$ cat config.mk
export PLATFORM = sky130hd
export DESIGN_NAME = aes_serial_master
export DESIGN_NICKNAME = d
export VERILOG_FILES = /design/src/rtl/aes_serial_master.sv
export SDC_FILE = /design/constraint.sdc
export NUM_CORES = 1
export LEC_CHECK = 0
export BUFFER_PORTS_ARGS = -buffer_cell sky130_fd_sc_hd__buf_4
export CAP_MARGIN = 10
export CELL_PAD_IN_SITES_DETAIL_PLACEMENT = 1
export CELL_PAD_IN_SITES_GLOBAL_PLACEMENT = 2
export CORE_ASPECT_RATIO = 1.75
export CORE_MARGIN = 5
export CORE_UTILIZATION = 39
export CTS_CLUSTER_DIAMETER = 30
export DETAILED_ROUTE_END_ITERATION = 7
export PLACE_DENSITY = 0.82
export SETUP_SLACK_MARGIN = 0.5
export SYNTH_ARGS = -nofsm -noshare
export SYNTH_HDL_FRONTEND = slang
export SYNTH_SLANG_ARGS = --single-unit
$ cat constraint.sdc
create_clock -name clk -period 24.4 [get_ports clk]
set_input_delay 1.22 -clock clk [delete_from_list [all_inputs] [get_ports clk]]
set_output_delay 1.22 -clock clk [all_outputs]
set_load 0.02 [all_outputs]
$ cat src/rtl/aes_serial_master.sv
// aes_serial_master: host-side bit-serial front end for the Cipher/InvCipher cores.
// Takes one parallel block/key/direction request and shifts data then key out
// LSB first on mosi under the selected core's chip select. It then idles for
// the core's fixed latency, shifts the 128-bit result in from miso, and
// presents the result as a parallel word.
`timescale 1ns/1ps
module aes_serial_master #(
  parameter int KEY_BITS   = 192,
  parameter int RESP_DELAY = 175
) (
  input  logic                clk,
  input  logic                rst,
  input  logic                in_valid,
  output logic                in_ready,
  input  logic [127:0]        in_data,
  input  logic [KEY_BITS-1:0] in_key,
  input  logic                in_decrypt,
  output logic                cs_enc_n,
  output logic                cs_dec_n,
  output logic                mosi,
  input  logic                miso,
  output logic                out_valid,
  input  logic                out_ready,
  output logic [127:0]        out_data
);

  localparam int BLOCK_BITS = 128;
  localparam int MAX_KD     = (KEY_BITS > RESP_DELAY) ? KEY_BITS : RESP_DELAY;
  localparam int CNT_MAX    = (MAX_KD > BLOCK_BITS) ? MAX_KD : BLOCK_BITS;
  localparam int CNT_W      = $clog2(CNT_MAX + 1);

  localparam logic [CNT_W-1:0] LAST_BLOCK = CNT_W'(BLOCK_BITS - 1);
  localparam logic [CNT_W-1:0] LAST_KEY   = CNT_W'(KEY_BITS - 1);
  localparam logic [CNT_W-1:0] LAST_WAIT  = CNT_W'(RESP_DELAY - 1);

  generate
    if (KEY_BITS != 128 && KEY_BITS != 192 && KEY_BITS != 256) begin : g_bad_key_bits
      $error("aes_serial_master: KEY_BITS must be 128, 192 or 256");
    end
    if (RESP_DELAY < 1) begin : g_bad_resp_delay
      $error("aes_serial_master: RESP_DELAY must be at least 1");
    end
  endgenerate

  typedef enum logic [2:0] {
    IDLE      = 3'd0,
    SEND_DATA = 3'd1,
    SEND_KEY  = 3'd2,
    WAIT      = 3'd3,
    RECV      = 3'd4,
    DONE      = 3'd5
  } state_t;

  state_t              state;
  state_t              state_next;
  logic [CNT_W-1:0]    cnt;
  logic                dec;
  logic                link_active;
  logic                accept;
  logic                recv_last;
  logic [127:0]        data_sr;
  logic [KEY_BITS-1:0] key_sr;
  logic [127:0]        rx_sr;
  logic [127:0]        rx_next;

  // A request is taken only while idle and advertising ready.
  assign accept    = (state == IDLE) && in_valid && in_ready;
  assign recv_last = (state == RECV) && (cnt == LAST_BLOCK);
  // Result bits arrive LSB first, so each new sample enters at the top.
  assign rx_next   = {miso, rx_sr[127:1]};

  // State register
  always_ff @(posedge clk or posedge rst) begin
    if (rst) begin
      state <= IDLE;
    end else begin
      state <= state_next;
    end
  end

  // Next-state logic: each link phase lasts a fixed number of cycles
  always_comb begin
    state_next = state;
    case (state)
      IDLE:      if (accept)              state_next = SEND_DATA;
      SEND_DATA: if (cnt == LAST_BLOCK)   state_next = SEND_KEY;
      SEND_KEY:  if (cnt == LAST_KEY)     state_next = WAIT;
      WAIT:      if (cnt == LAST_WAIT)    state_next = RECV;
      RECV:      if (cnt == LAST_BLOCK)   state_next = DONE;
      DONE:      if (out_ready)           state_next = IDLE;
      default:                            state_next = IDLE;
    endcase
  end

  // Output logic: chip select spans the whole link phase, mosi idles low
  always_comb begin
    link_active = 1'b0;
    mosi        = 1'b0;
    case (state)
      SEND_DATA: begin
        link_active = 1'b1;
        mosi        = data_sr[0];
      end
      SEND_KEY: begin
        link_active = 1'b1;
        mosi        = key_sr[0];
      end
      WAIT, RECV: link_active = 1'b1;
      default: ;
    endcase
  end

  // Only one core is ever selected; the latched direction picks which.
  assign cs_enc_n = ~(link_active & ~dec);
  assign cs_dec_n = ~(link_active &  dec);

  // Control registers: phase counter, handshakes, direction, result word
  always_ff @(posedge clk or posedge rst) begin
    if (rst) begin
      cnt       <= '0;
      in_ready  <= 1'b0;
      out_valid <= 1'b0;
      dec       <= 1'b0;
      out_data  <= '0;
    end else begin
      // Registered ready keeps it low during reset and for one cycle after.
      in_ready <= (state_next == IDLE);
      if (state_next != state) begin
        cnt <= '0;
      end else if (link_active) begin
        cnt <= cnt + CNT_W'(1);
      end
      if (accept) begin
        dec <= in_decrypt;
      end
      if (recv_last) begin
        out_data  <= rx_next;
        out_valid <= 1'b1;
      end else if ((state == DONE) && out_ready) begin
        out_valid <= 1'b0;
      end
    end
  end

  // Shift registers: load on accept, then shift one bit per link cycle
  always_ff @(posedge clk) begin
    if (accept) begin
      data_sr <= in_data;
      key_sr  <= in_key;
    end else begin
      if (state == SEND_DATA) begin
        data_sr <= data_sr >> 1;
      end
      if (state == SEND_KEY) begin
        key_sr <= key_sr >> 1;
      end
    end
    if (state == RECV) begin
      rx_sr <= rx_next;
    end
  end

  // Both chip selects low at once would put two cores on miso.
  assert property (@(posedge clk) disable iff (rst) (cs_enc_n || cs_dec_n));

  // The held result must not move until the consumer takes it.
  assert property (@(posedge clk) disable iff (rst)
                   (out_valid && !out_ready) |=> (out_valid && $stable(out_data)));

endmodule
# After elaboration in Yosys (flattened, before gate mapping)
# Cells that the tools add are included.
# totals
ff_bits	590
word_cells	52
# classes
addsub	1
n_eq_ne	9
muxes	17
bitwise_logic	5
n_reduce_logical	11
# op_table
op	count
$mux W192	2
$mux W128	2
$mux W3	6
$pmux W3 S6	1
$eq A8 B8 Y1 const B	2
$mux W8	2
$add A8 B1 Y8 const B	1
$eq A8 B7 Y1 const B	1
$reduce_bool A2 Y1	4
$eq A3 B2 Y1 const B	2
$eq A3 B3 Y1 const B	2
$logic_not A3 Y1	2
$logic_and A1 B1 Y1	4
$reduce_or A4 Y1	1
$eq A3 B1 Y1 const B	1
$mux W1	3
$ne A3 B3 Y1	1
$not A1 Y1	3
$and A1 B1 Y1	2
$pmux W1 S2	1

# Longest topological paths before layout
# Gate-level depths: netlist (run 1).
# depth
word_depth	7
mapped_depth	7
ltp_nobuf	6

# Least setup slack after synthesis (run 1)
# No wires, ideal clock.
# synth_path
kind	input to register
from	in in_valid
to	reg data_sr[0], enable pin
arrival_ps	10683
required_ps	23595
path_slack_ps	12912
stages	2
path_buffers	0
cell_sequence	nand2_1 > a211oi_1
# synth_via
elab_chain_len	3
# synth_rtl
element	line_no	source
from (decl)	13	input logic in_valid,
$logic_and A1 B1 Y1 (2 in series)	67	assign accept = (state == IDLE) && in_valid && in_ready;
$reduce_bool A2 Y1 (no source line)	n/a	
to (signal assigned)	148	data_sr <= in_data;
to (signal assigned)	152	data_sr <= data_sr >> 1;
to (decl)	61	logic [127:0] data_sr;
# No other way between the ends.
# A chain may end at the register's enable or synchronous reset.

# Worst setup path in the final report (run 1)
# layout_path
from	reg state[2]
to	reg out_data[89]
# layout_via
elab_chain_len	2
# layout_rtl
element	line_no	source
from (decl)	54	state_t state;
from (signal assigned)	77	state <= state_next;
$eq A3 B3 Y1	68	assign recv_last = (state == RECV) && (cnt == LAST_BLOCK);
$logic_and A1 B1 Y1	68	
to (signal assigned)	137	out_data <= rx_next;
to (decl)	24	output logic [127:0] out_data
# No other way between the ends.

==> results of run 1 <==
-- worst max-delay path: stages (launching register included) --
cell and delay, ns:
dfrtp_1 0.71, nor3b_4 0.27, buf_4 0.55, nand4_4 0.85, buf_4 0.78, mux2_1 0.50
-- flip-flops by register name, indices dropped and copies added (netlist names) --
name       cells
cnt            8
rx_sr        127
in_ready       1
key_sr       192
state          3
out_valid      1
dec            1
data_sr      128
out_data     128
-- metrics by stage --
| stage | power (mW) | utilization (%) |
|---|---|---|
| global placement | 1.66 | 46.1 |
| finish | 3.06 | 51.8 |
| detailed placement | 1.68 | 46.1 |
| global route | 3.20 | 51.8 |
| CTS | 3.10 | 51.8 |
| floorplan | 1.57 | - |
-- routing by layer --
metal  vias up  share of wire [%]  GRT usage, %  wire (um)
li1       7192                  -             -          -
met1      7615                 40          23.1      25000
met2       458                 49          32.1      31100
met3       109                8.0          6.65       5050
met4         6                3.0          7.72       1870
met5         -              0.057             0         36
-- worst paths after layout --
check	to	slack [ns]
worst max-delay path	out_data[89]$_DFFE_PP0P_	20.50
worst min-delay path	rx_sr[65]$_DFFE_PP_	0.44
worst max register to register	out_data[89]$_DFFE_PP0P_	20.50
worst min register to register	rx_sr[65]$_DFFE_PP_	0.44
max in group asynchronous	cnt[2]$_DFFE_PP0P_	22.24
min in group asynchronous	out_data[52]$_DFFE_PP0P_	0.66
-- cells in the final DEF, fill, tap and decap left out, types with 7 or more instances in the layout --
cell / instances
clkbuf_16: 93
mux2_1: 88
nor3_1: 7
inv_6: 14
nand4_1: 7
edfxtp_1: 447
clkbuf_8: 8
clkinv_4: 10
mux2_2: 40
clkinvlp_4: 11
bufinv_16: 13
clkbuf_1: 10
nand2_1: 967
buf_4: 470
dfrtp_1: 142
clkinv_2: 11
-- cell families after synthesis --
family | count (synthesis) | synth area share, %
simple gates | 1013 | 17.0
compound gates | 18 | 0.608
fa+ha+maj | 2 | 0.108
mux | 128 | 6.25
buf+inv | 93 | 2.23
flops | 589 | 73.6
xor+xnor | 6 | 0.228
-- power groups by stage --
stage | registers (mW) | logic [mW] | clock network, mW
3_5_place_dp | 1.35 | 0.329 | 0
6_report | 1.34 | 0.324 | 1.40
5_1_grt | 1.35 | 0.376 | 1.48
4_1_cts | 1.34 | 0.333 | 1.43
3_3_place_gp | 1.35 | 0.310 | 0
2_1_floorplan | 1.37 | 0.208 | 0
-- area by class of cell --
class                      count  area, um^2
antenna                        3        7.51
clock buffer                 111        2470
clock inverter                65         888
fill                        6085       28400
inverter                       4        20.0
multi-input combinational   1167        5620
sequential                   589       17000
tap                          780         976
timing repair buffer         471        3550
==> results.md, run 1 <==
- Status: finished, final reports clean
- Total gr overflow: 0
- Detail Route Antenna Nets: 0
- Tcrit/Tclk final: between 15 and 20%
- Comb pwr share: between 10% and 20%
- Post-Syn Instances: between 1,500 and 2,000
- Post-DP HPWL: 41,300 um
- Number of global-route vias before repair: ~17,000
- Inserted Clock Buffers: a little over 90
- CP startpoint: state[2]$_DFF_PP0_
- Maximum fanout along the worst path: between 80 and 90
- Share of flip-flops with an asynchronous set or reset: approximately 24%
- Netlist cell types: 40
- Synth area leader: edfxtp_1
- Hold Crit Depth: 0
- Startpoint Class: register
- Placed cells: roughly 3,000
- Top cell type's share of synthesized area: between 50% and 60%
- Nets: about 2,700
- Clock-pin slew on the worst setup and hold paths: about 0.06 ns
- Placed cell areas: 0.0271 mm^2
- Initial antenna violation count: 6
- Area contributors post-synth: edfxtp_1 58%, nand2_1 16%, dfrtp_1 15%
- Crit end category: register
- Tot GR Track Use: approximately 19%
- Row cnt: 118
- Layout Cell Area excl Fill: just over 0.03 mm^2
- Die Ht: about 330 um
- Seq cells post-synth: 589
- Max cap viols: 0
- Sequential power share: 43.7%
- Setup TNS: 0 ns
- Worst R2R Start: state[2]$_DFF_PP0_
- DR DRC count: 0
- Via Count: roughly 15,000
- Worst hold margin: around 0.44 ns
- EDFF count, synth: 447
- Pwr per Cell Area: roughly 100 mW/mm^2
- Die width: roughly 190 um
- Most frequent cell after synthesis: nand2_1
- Sequential share of the synthesized area: 73.6%
- Cts hold-fix bufs: 0
- Die area: roughly 0.064 mm^2
- Critical setup path kind: register to register
- Ys Warns: 0
- Layout Cells excl Fill: approximately 3,200
- Final hold viol count: 0
- DRT Pass-1 Iters: 4
- Largest net degree at the start of global routing: ~220
- Count of final max-slew check failures: 0
- Worst ir drop on vdd: between 0.06 and 0.07 mV
- Mapped cell area: 0.0231 mm^2
- CTS tree: built
- Post-Syn Area per Cell: 12.5 um^2
- RSZ-0062 raised after global routing: no
- Starting Density: approximately 40%
- Clk sinks: 589
- Root Driver: clkbuf_16
- H-tree depth: 3
- Path depth of the worst reg2reg path: 5
- Hold crit path type: register to register
- Sw power: about 0.77 mW
- Gpl congestion: 0.789
- IO Count: around 460
- Hold_sp: rx_sr[66]$_DFFE_PP_
- Vias per cell: 4.82
- Area growth syn-to-layout: 32.3%
- Cts repair resizes: 0
- Lkg Pwr: between 10 and 15 nW
- Cell Int Power: ~2.3 mW
- Worst-case clock buffer depth: 3
- Crit path required time: 24.92 ns
- Clock skew: between 0.02 and 0.03 ns
- Post-synth top cells: 968 x nand2_1, 447 x edfxtp_1, 142 x dfrtp_1
- Number of setup violations in the final report: 0
- Syn nets: between 2,000 and 2,500
- Share of cells above drive strength 1: 28.6%
- Switching share of power: 25.3%
- Post-Place Worst Slack: around 20 ns
- Top_reg_cell synth: edfxtp_1
- CORE AREA: 0.0589 mm^2
- IO Port Bufs: between 400 and 500
- Worst slew pin tran: approximately 1.2 ns
- Initial DRC Count: 799
- First-pass GRT wire length: roughly 98,000 um
- Setup repair bufs after CTS: 0
- Min Clock Period, post-route: about 4 ns
- FMAX: around 260 MHz
- PnR worst setup slack: a little over 20 ns
- Clock share of power: 45.7%
- Clk Latency, worst-skew pair: approximately 0.66 ns
- Max transition margin: 22.0%
- Critical Path AT: ~4.4 ns
- Wirelength per Cell: slightly below 20 um
- Total Routed Length: around 63,000 um
No activity file was read; power rests on OpenSTA's default activity.
==> inputs of run 2 (changes only) <==
- ABC_AREA: default -> 1
- CORE_UTILIZATION: 39 -> 36
- PLACE_DENSITY: 0.82 -> 0.77
- clock period: 24.4 -> 4.1 ns (I/O delays scaled with it)
==> run 2 against run 1 <==
Against the previous run:
- total power grew to 6.1 times the previous value
- critical endpoint is now key_sr[135]$_DFFE_PP_
- first-iteration DRC count rose by 16%
- via count increased by 10%
- flip-flop and latch count unchanged
- fmax rose by 26%
- core utilization up 1.9 points
- critical path depth grew 2
- clock power grew to 6.2 times the previous value
- register-to-register slack got worse by 19 ns
- die area is 7.6% higher
- wire length rose by 11%
- largest power group unchanged
- critical path type unchanged
==> results.md, run 2 <==
- Wirelength per Cell: 19.6 um (-0.92%)
- WP buf/inv: 3 (+1)
- EDFF count, synth: 447 (unchanged)
- Largest net degree at the start of global routing: 216 (-1.4%)
- Tot GR Track Use: 19.7% (+0.42 points)
- Routing usage on met2: 33.5% (+1.4 points)
- FMAX: 323 MHz (+26%)
- Top_reg_cell synth: edfxtp_1
- Area growth syn-to-layout: 47.9%
- IO Count: 459 (unchanged)
- Sequential share of the synthesized area: 73.8% (+0.24 points)
- Initial antenna violation count: 17 (+11)
- IO Port Bufs: 458 (unchanged)
- Number of setup violations in the final report: 0 (unchanged)
- Crit end category: register
- Max transition margin: 25.8% (+3.9 points)
- Most frequent cells in the layout: 979 x nand2_1, 465 x buf_4, 447 x edfxtp_1
- Clock-pin slew on the worst setup and hold paths: 0.06 ns (about the same)
- Die Ht: 344 um (+3.8%)
- Max cap viols: 0 (unchanged)
- H-tree depth: 3 (unchanged)
- Worst ir drop on vdd: 0.399 mV (+550%)
- Starting Density: 36.3% (-2.9 points)
- Startpoint Class: register
- CP max-delay cell: buf_4
- Row cnt: 122 (+3.4%)
- Share of cells above drive strength 1: 24.9% (-3.7 points)
- Netlist cell types: 26 (-35%)
- Via Count: 17,000 (+10%)
- Total Routed Length: 70,100 um (+11%)
- Tcrit/Tclk final: 75.5% (+60 points)
- Switching share of power: 25.6% (+0.31 points)
- CORE AREA: 0.0633 mm^2 (+7.5%)
- Cell Int Power: 14.0 mW (+510%)
- Pwr per Cell Area: 552 mW/mm^2 (+450%)
- RSZ-0062 raised after global routing: no
- Storage element area: 0.0170 mm^2 (unchanged)
- Sw power: 4.82 mW (+520%)
- Crit path required time: 4.59 ns (-20.33 ns)
- Clk sinks: 589 (unchanged)
- Post-layout util: 53.7% (+1.9 points)
- Clock skew: 0.0220 ns (-0.00723 ns)
- Area contributors post-synth: edfxtp_1 58%, nand2_1 16%, dfrtp_1 15%
- Busiest grt layer: met2
- Crit-path leading delay family: buffers and inverters
- Cell Chain, Critical Path: inv_1 > nand3_1 > nor2_4 > buf_12 > buf_4 > nand2_1 > nand2_1
- Die width: 201 um (+3.7%)
- Ys Warns: 0 (unchanged)
- DRT Pass-1 Iters: 4 (unchanged)
- Met3 Use GR: 4.87% (-1.8 points)
- CTS tree: built
- Lkg Pwr: 15.2 nW (+11%)
- Synth area leader: edfxtp_1
- Post-DP HPWL: 41,100 um (-0.56%)
- Max reg flops: 192 (unchanged)
- Commonest non-fill, non-tap cell in the layout: nand2_1
- Mapped cell area: 0.0230 mm^2 (-0.33%)
- Largest regs: key_sr x192, data_sr x128, out_data x128
- Detail Route Antenna Nets: 0 (unchanged)
- Top cell type's share of synthesized area: 58.4% (+0.19 points)
- Layout Cells excl Fill: 3,579 (+12%)
- Share of flip-flops with an asynchronous set or reset: 24.1% (unchanged)
- CP dominant cell by count: nand2_1
- Nets: 3,002 (+13%)
- Die area: 0.0692 mm^2 (+7.6%)
- Sequential power share: 42.1% (-1.6 points)
- Largest register by flop count: key_sr
- Clock share of power: 46.4% (+0.7 points)
- Seq cells post-synth: 589 (unchanged)
- Worst-case clock buffer depth: 3 (unchanged)
- Area of the multi-input gates: 0.00551 mm^2 (-2.0%)
- Largest stage delay, worst path: 0.96 ns (+0.11 ns)
- Worst slew pin tran: 1.11 ns (-0.0578 ns)
- Inserted Clock Buffers: 100 (+7.5%)
- Setup repair bufs after CTS: 0 (unchanged)
- Cts repair resizes: 0 (unchanged)
- Critical Path AT: 3.59 ns (-0.82 ns)
- Syn nets: 2,191 (+0.64%)
- Most frequent cell after synthesis: nand2_1
- Critical setup path kind: register to register
- Hold crit path type: primary input to register
- Gpl congestion: 0.793 (+0.55%)
- Min Clock Period, post-route: 3.10 ns (-0.800 ns)
- First-pass GRT wire length: 108,000 um (+9.6%)
- Placed cells: 3,054 (+1.4%)
- Post-Syn Instances: 1,863 (+0.76%)
- Final hold viol count: 0 (unchanged)
- Status: finished, final reports clean
- DR DRC count: 0 (unchanged)
- Post-Syn Area per Cell: 12.3 um^2 (-1.1%)
- Cts hold-fix bufs: 324 (+324)
- M1 GR Usage: 23.4% (+0.24 points)
- Post-synth top cells: 982 x nand2_1, 447 x edfxtp_1, 142 x dfrtp_1
- Comb pwr share: 11.5% (+0.9 points)
- Layout fillers: 6,516 (+7.1%)
- Total gr overflow: 0 (unchanged)
- Clk Latency, worst-skew pair: 0.64 ns (-0.02 ns)
- Number of global-route vias before repair: 18,900 (+11%)
- Root Driver: clkbuf_16
- Vias per cell: 4.74 (-1.6%)
- Count of final max-slew check failures: 0 (unchanged)
- Maximum fanout along the worst path: 215 (+140%)
- Initial DRC Count: 929 (+16%)
## run 2: worst reg2reg max path, stage by stage, from the launching register on
cell and delay, ns:
dfrtp_1 0.45, inv_1 0.14, nand3_1 0.13, nor2_4 0.20, buf_12 0.55, buf_4 1.03, nand2_1 0.30, nand2_1 0.16
## run 2: layout make-up
cell class              count  share of cell area [%]
clock buffers             108                    7.54
clock inverters            77                    2.95
flip-flops and latches    589                    49.9
repair buffers            793                    20.0
inverters                  22                   0.276
diodes                     16                   0.118
multi-input cells        1168                    16.2
well taps                 806                    2.97
## run 2: metal layers
metal | vias to the layer above | wire length, um
li1 | 7872 | -
met5 | - | 41
met1 | 8314 | 27600
met4 | 6 | 3200
met3 | 180 | 4130
met2 | 600 | 35100
## run 2: through the flow
stage / worst slack [ns] / power (mW) / instance area, um^2 / TNS (ns) / hold slack [ns]
6_report: 1.00 / 18.8 / 34000 / 0 / 0.310
5_1_grt: 0.685 / 19.6 / 34000 / 0 / 0.277
4_1_cts: 1.05 / 19.0 / 34000 / 0 / 0.234
3_5_place_dp: 1.07 / 9.90 / 27200 / 0 / 0.395
3_3_place_gp: 1.20 / 9.80 / 27200 / 0 / 0.397
2_1_floorplan: -0.580 / 9.10 / 23000 / -76.26 / 0.304
## run 2: final timing paths
kind                                         start                       end  slack, ns  cells after the start
min in group asynchronous                      rst  out_data[27]$_DFFE_PP0P_       0.39                      4
worst max register to register  state[1]$_DFF_PP0_     key_sr[135]$_DFFE_PP_       1.00                      7
worst min-delay path                          miso      rx_sr[127]$_DFFE_PP_       0.31                      2
max in group asynchronous                      rst   out_data[6]$_DFFE_PP0P_       3.15                      4
worst min register to register  rx_sr[6]$_DFFE_PP_        rx_sr[5]$_DFFE_PP_       0.44                      0
worst max-delay path            state[1]$_DFF_PP0_     key_sr[135]$_DFFE_PP_       1.00                      7
## run 2: logic make-up after synthesis
group | count (synthesis) | share of synthesized area (%)
and+or+nand+nor | 1024 | 16.9
DFF | 589 | 73.8
muxes | 128 | 6.27
buffers and inverters | 106 | 2.43
AOI/OAI and AO/OA | 7 | 0.180
xor gates and xnor gates | 7 | 0.267
adders and majority gates | 2 | 0.109
## run 2: power groups by stage
| stage | Combinational, mW | Sequential, mW | Clock, mW |
|---|---|---|---|
| final | 2.16 | 7.90 | 8.72 |
| after CTS | 2.16 | 7.91 | 8.92 |
| after detailed placement | 1.90 | 8.00 | 0 |
| after global routing | 2.45 | 7.98 | 9.21 |
| after global placement | 1.82 | 7.98 | 0 |
| after floorplan | 1.15 | 7.95 | 0 |
==> inputs of run 3 (changes only) <==
- clock period: 4.1 -> 3.24 ns (I/O delays scaled with it)
==> run 3 against run 2 <==
Against the previous run:
- combinational power grew 31%
- die area is the same
- clock power grew 20%
- critical endpoint is now cs_enc_n
- critical path depth is the same
- core utilization shrank 0.14 points
- largest cell class unchanged
- final cell count shrank 0.11%
- global-route usage grew 0.078 points
- cell area shrank 0.26%
- highest routed layer unchanged
- wire length grew 0.44%
==> results.md, run 3 (synthesis gave the netlist of run 2 again) <==
- Maximum fanout along the worst path: 8 (-96%)
- Critical Path AT: 2.31 ns (-1.28 ns)
- Path depth of the worst reg2reg path: 7 (unchanged)
- Worst-case clock buffer depth: 3 (unchanged)
- Largest net degree at the start of global routing: 226 (+4.6%)
- FMAX: 404 MHz
- Tot GR Track Use: 19.8% (+0.078 points)
- Largest stage delay, worst path: 0.42 ns (-0.54 ns)
- Max transition margin: 24.5% (-1.3 points)
- Inserted Clock Buffers: 94 (-6.0%)
- CP max-delay cell: dfrtp_1
- Worst hold margin: 0.301 ns (-0.00945 ns)
- DR DRC count: 0 (unchanged)
- Pwr Total: 23.3 mW (+24%)
- IO Count: 459 (unchanged)
- Clk Latency, worst-skew pair: 0.63 ns (about the same)
- Pwr per Cell Area: 686 mW/mm^2 (+24%)
- Die width: 201 um (unchanged)
- Cell Chain, Critical Path: inv_2 > nor3_4 > nor2_1 > nand2_2 > inv_2 > or2_4 > buf_4
- Storage element area: 0.0170 mm^2 (unchanged)
- Final hold viol count: 0 (unchanged)
- Min Clock Period, post-route: approximately 2.5 ns
- Worst slew pin tran: 1.13 ns (+0.0202 ns)
- Total Routed Length: 70,500 um (+0.44%)
- CORE AREA: 0.0633 mm^2 (unchanged)
- Clk sinks: 589 (unchanged)
- Commonest non-fill, non-tap cell in the layout: nand2_1
- Area of the multi-input gates: 0.00552 mm^2 (about the same)
- Die area: 0.0692 mm^2 (unchanged)
- Critical setup path kind: register to output port
- Share of cells above drive strength 1: 24.9% (-0.055 points)
- Tcrit/Tclk final: approximately three quarters
- Hold crit path type: primary input to register
- Row cnt: 122 (unchanged)
- IO Port Bufs: 458 (unchanged)
- Most frequent cells in the layout: 979 x nand2_1, 465 x buf_4, 447 x edfxtp_1
- Area growth syn-to-layout: 47.5%
- Layout fillers: 6,507 (-0.14%)
- RSZ-0062 raised after global routing: no
- Initial antenna violation count: 13 (-4)
- Setup repair bufs after CTS: 0 (unchanged)
- Number of setup violations in the final report: 0 (unchanged)
- Hold Crit Depth: 2 (unchanged)
- Lkg Pwr: 15.2 nW (-0.39%)
- Startpoint Class: register
- Detail Route Antenna Nets: 0 (unchanged)
- First-pass GRT wire length: 109,000 um (+0.77%)
- Status: finished, final reports clean
- Starting Density: 36.3% (unchanged)
- Count of final max-slew check failures: 0 (unchanged)
- Wirelength per Cell: 19.7 um (+0.55%)
- Largest regs: key_sr x192, data_sr x128, out_data x128
- Root Driver: clkbuf_16
- Crit path required time: 3.08 ns (-1.51 ns)
- CP dominant cell by count: inv_2
- CTS tree: built
- Worst ir drop on vdd: 0.443 mV (+11%)
- Clock skew: 0.0183 ns (-0.00376 ns)
- Gpl congestion: 0.762 (-4.0%)
- Nets: 3,004 (+0.067%)
- Post-DP HPWL: 41,700 um (+1.4%)
- Total gr overflow: 0 (unchanged)
- Number of global-route vias before repair: 19,300 (+1.8%)
- Initial DRC Count: 804 (-13%)
- Max reg flops: 192 (unchanged)
- DRT Pass-1 Iters: 5 (+1)
- Max cap viols: 0 (unchanged)
- Via Count: 17,100 (+0.65%)
- Vias per cell: 4.78 (+0.76%)
- Crit end category: output port
- Largest register by flop count: key_sr
- H-tree depth: 3 (unchanged)
- Clock-pin slew on the worst setup and hold paths: 0.06 ns (about the same)
- Die Ht: 344 um (unchanged)
==> run 3: repair_timing <==
| action | 4_1_cts | 5_1_grt |
|---|---|---|
| gates resized for setup | 0 | 1 |
| hold buffers | 324 | 0 |
| hold endpoints to repair | 361 | 0 |
| endpoints found under the setup margin | 0 | 1 |
==> run 3: report_power, final <==
group / internal [mW] / total [mW] / switching (mW)
registers: 9.64 / 9.98 / 0.339
clock network: 6.61 / 10.5 / 3.85
logic: 1.14 / 2.83 / 1.69
==> run 3: path summary, 6_finish.rpt <==
path | from | to | slack (ns)
min in group asynchronous | rst | out_data[39]$_DFFE_PP0P_ | 0.32
hold / removal | miso | rx_sr[127]$_DFFE_PP_ | 0.30
hold reg to reg | rx_sr[30]$_DFFE_PP_ | rx_sr[29]$_DFFE_PP_ | 0.44
setup reg to reg | state[0]$_DFF_PP0_ | data_sr[74]$_DFFE_PP_ | 0.78
setup / recovery | state[2]$_DFF_PP0_ | cs_enc_n | 0.77
max in group asynchronous | rst | out_data[8]$_DFFE_PP0P_ | 2.09
==> run 3: per-layer routing <==
layer  vias up  global-route usage (%)  part of all wire [%]
li1       7851                       -                     -
met1      8435                    23.2                    39
met2       626                    34.2                    50
met3       168                    4.68                   6.0
met4         2                    9.92                   4.4
met5         -                       0                 0.021
==> run 3: cell type report <==
class | instances | area share, %
flip-flops and latches | 589 | 50.0
multi-input cells | 1168 | 16.3
inverters | 22 | 0.277
well taps | 806 | 2.97
diodes | 14 | 0.103
clock buffers | 106 | 7.35
clock inverters | 69 | 2.43
repair buffers | 801 | 20.6
==> run 3: critical path, delay by kind of cell (launching register included) <==
family | cells | cell delay (ns)
simple gates | 4 | 0.92
flops | 1 | 0.42
buf+inv | 3 | 0.35
==> run 3: through the flow <==
step	setup WS [ns]	setup TNS [ns]	std cells	util, %	area (um^2)
6_report	0.765	0	3575	53.5	33900
5_1_grt	0.605	0	3573	53.5	33900
4_1_cts	0.558	0	3561	53.5	33900
3_5_place_dp	0.816	0	3062	43.1	27300
3_3_place_gp	0.939	0	3062	43.1	27300
2_1_floorplan	-1.44	-294.00	1863	-	23000
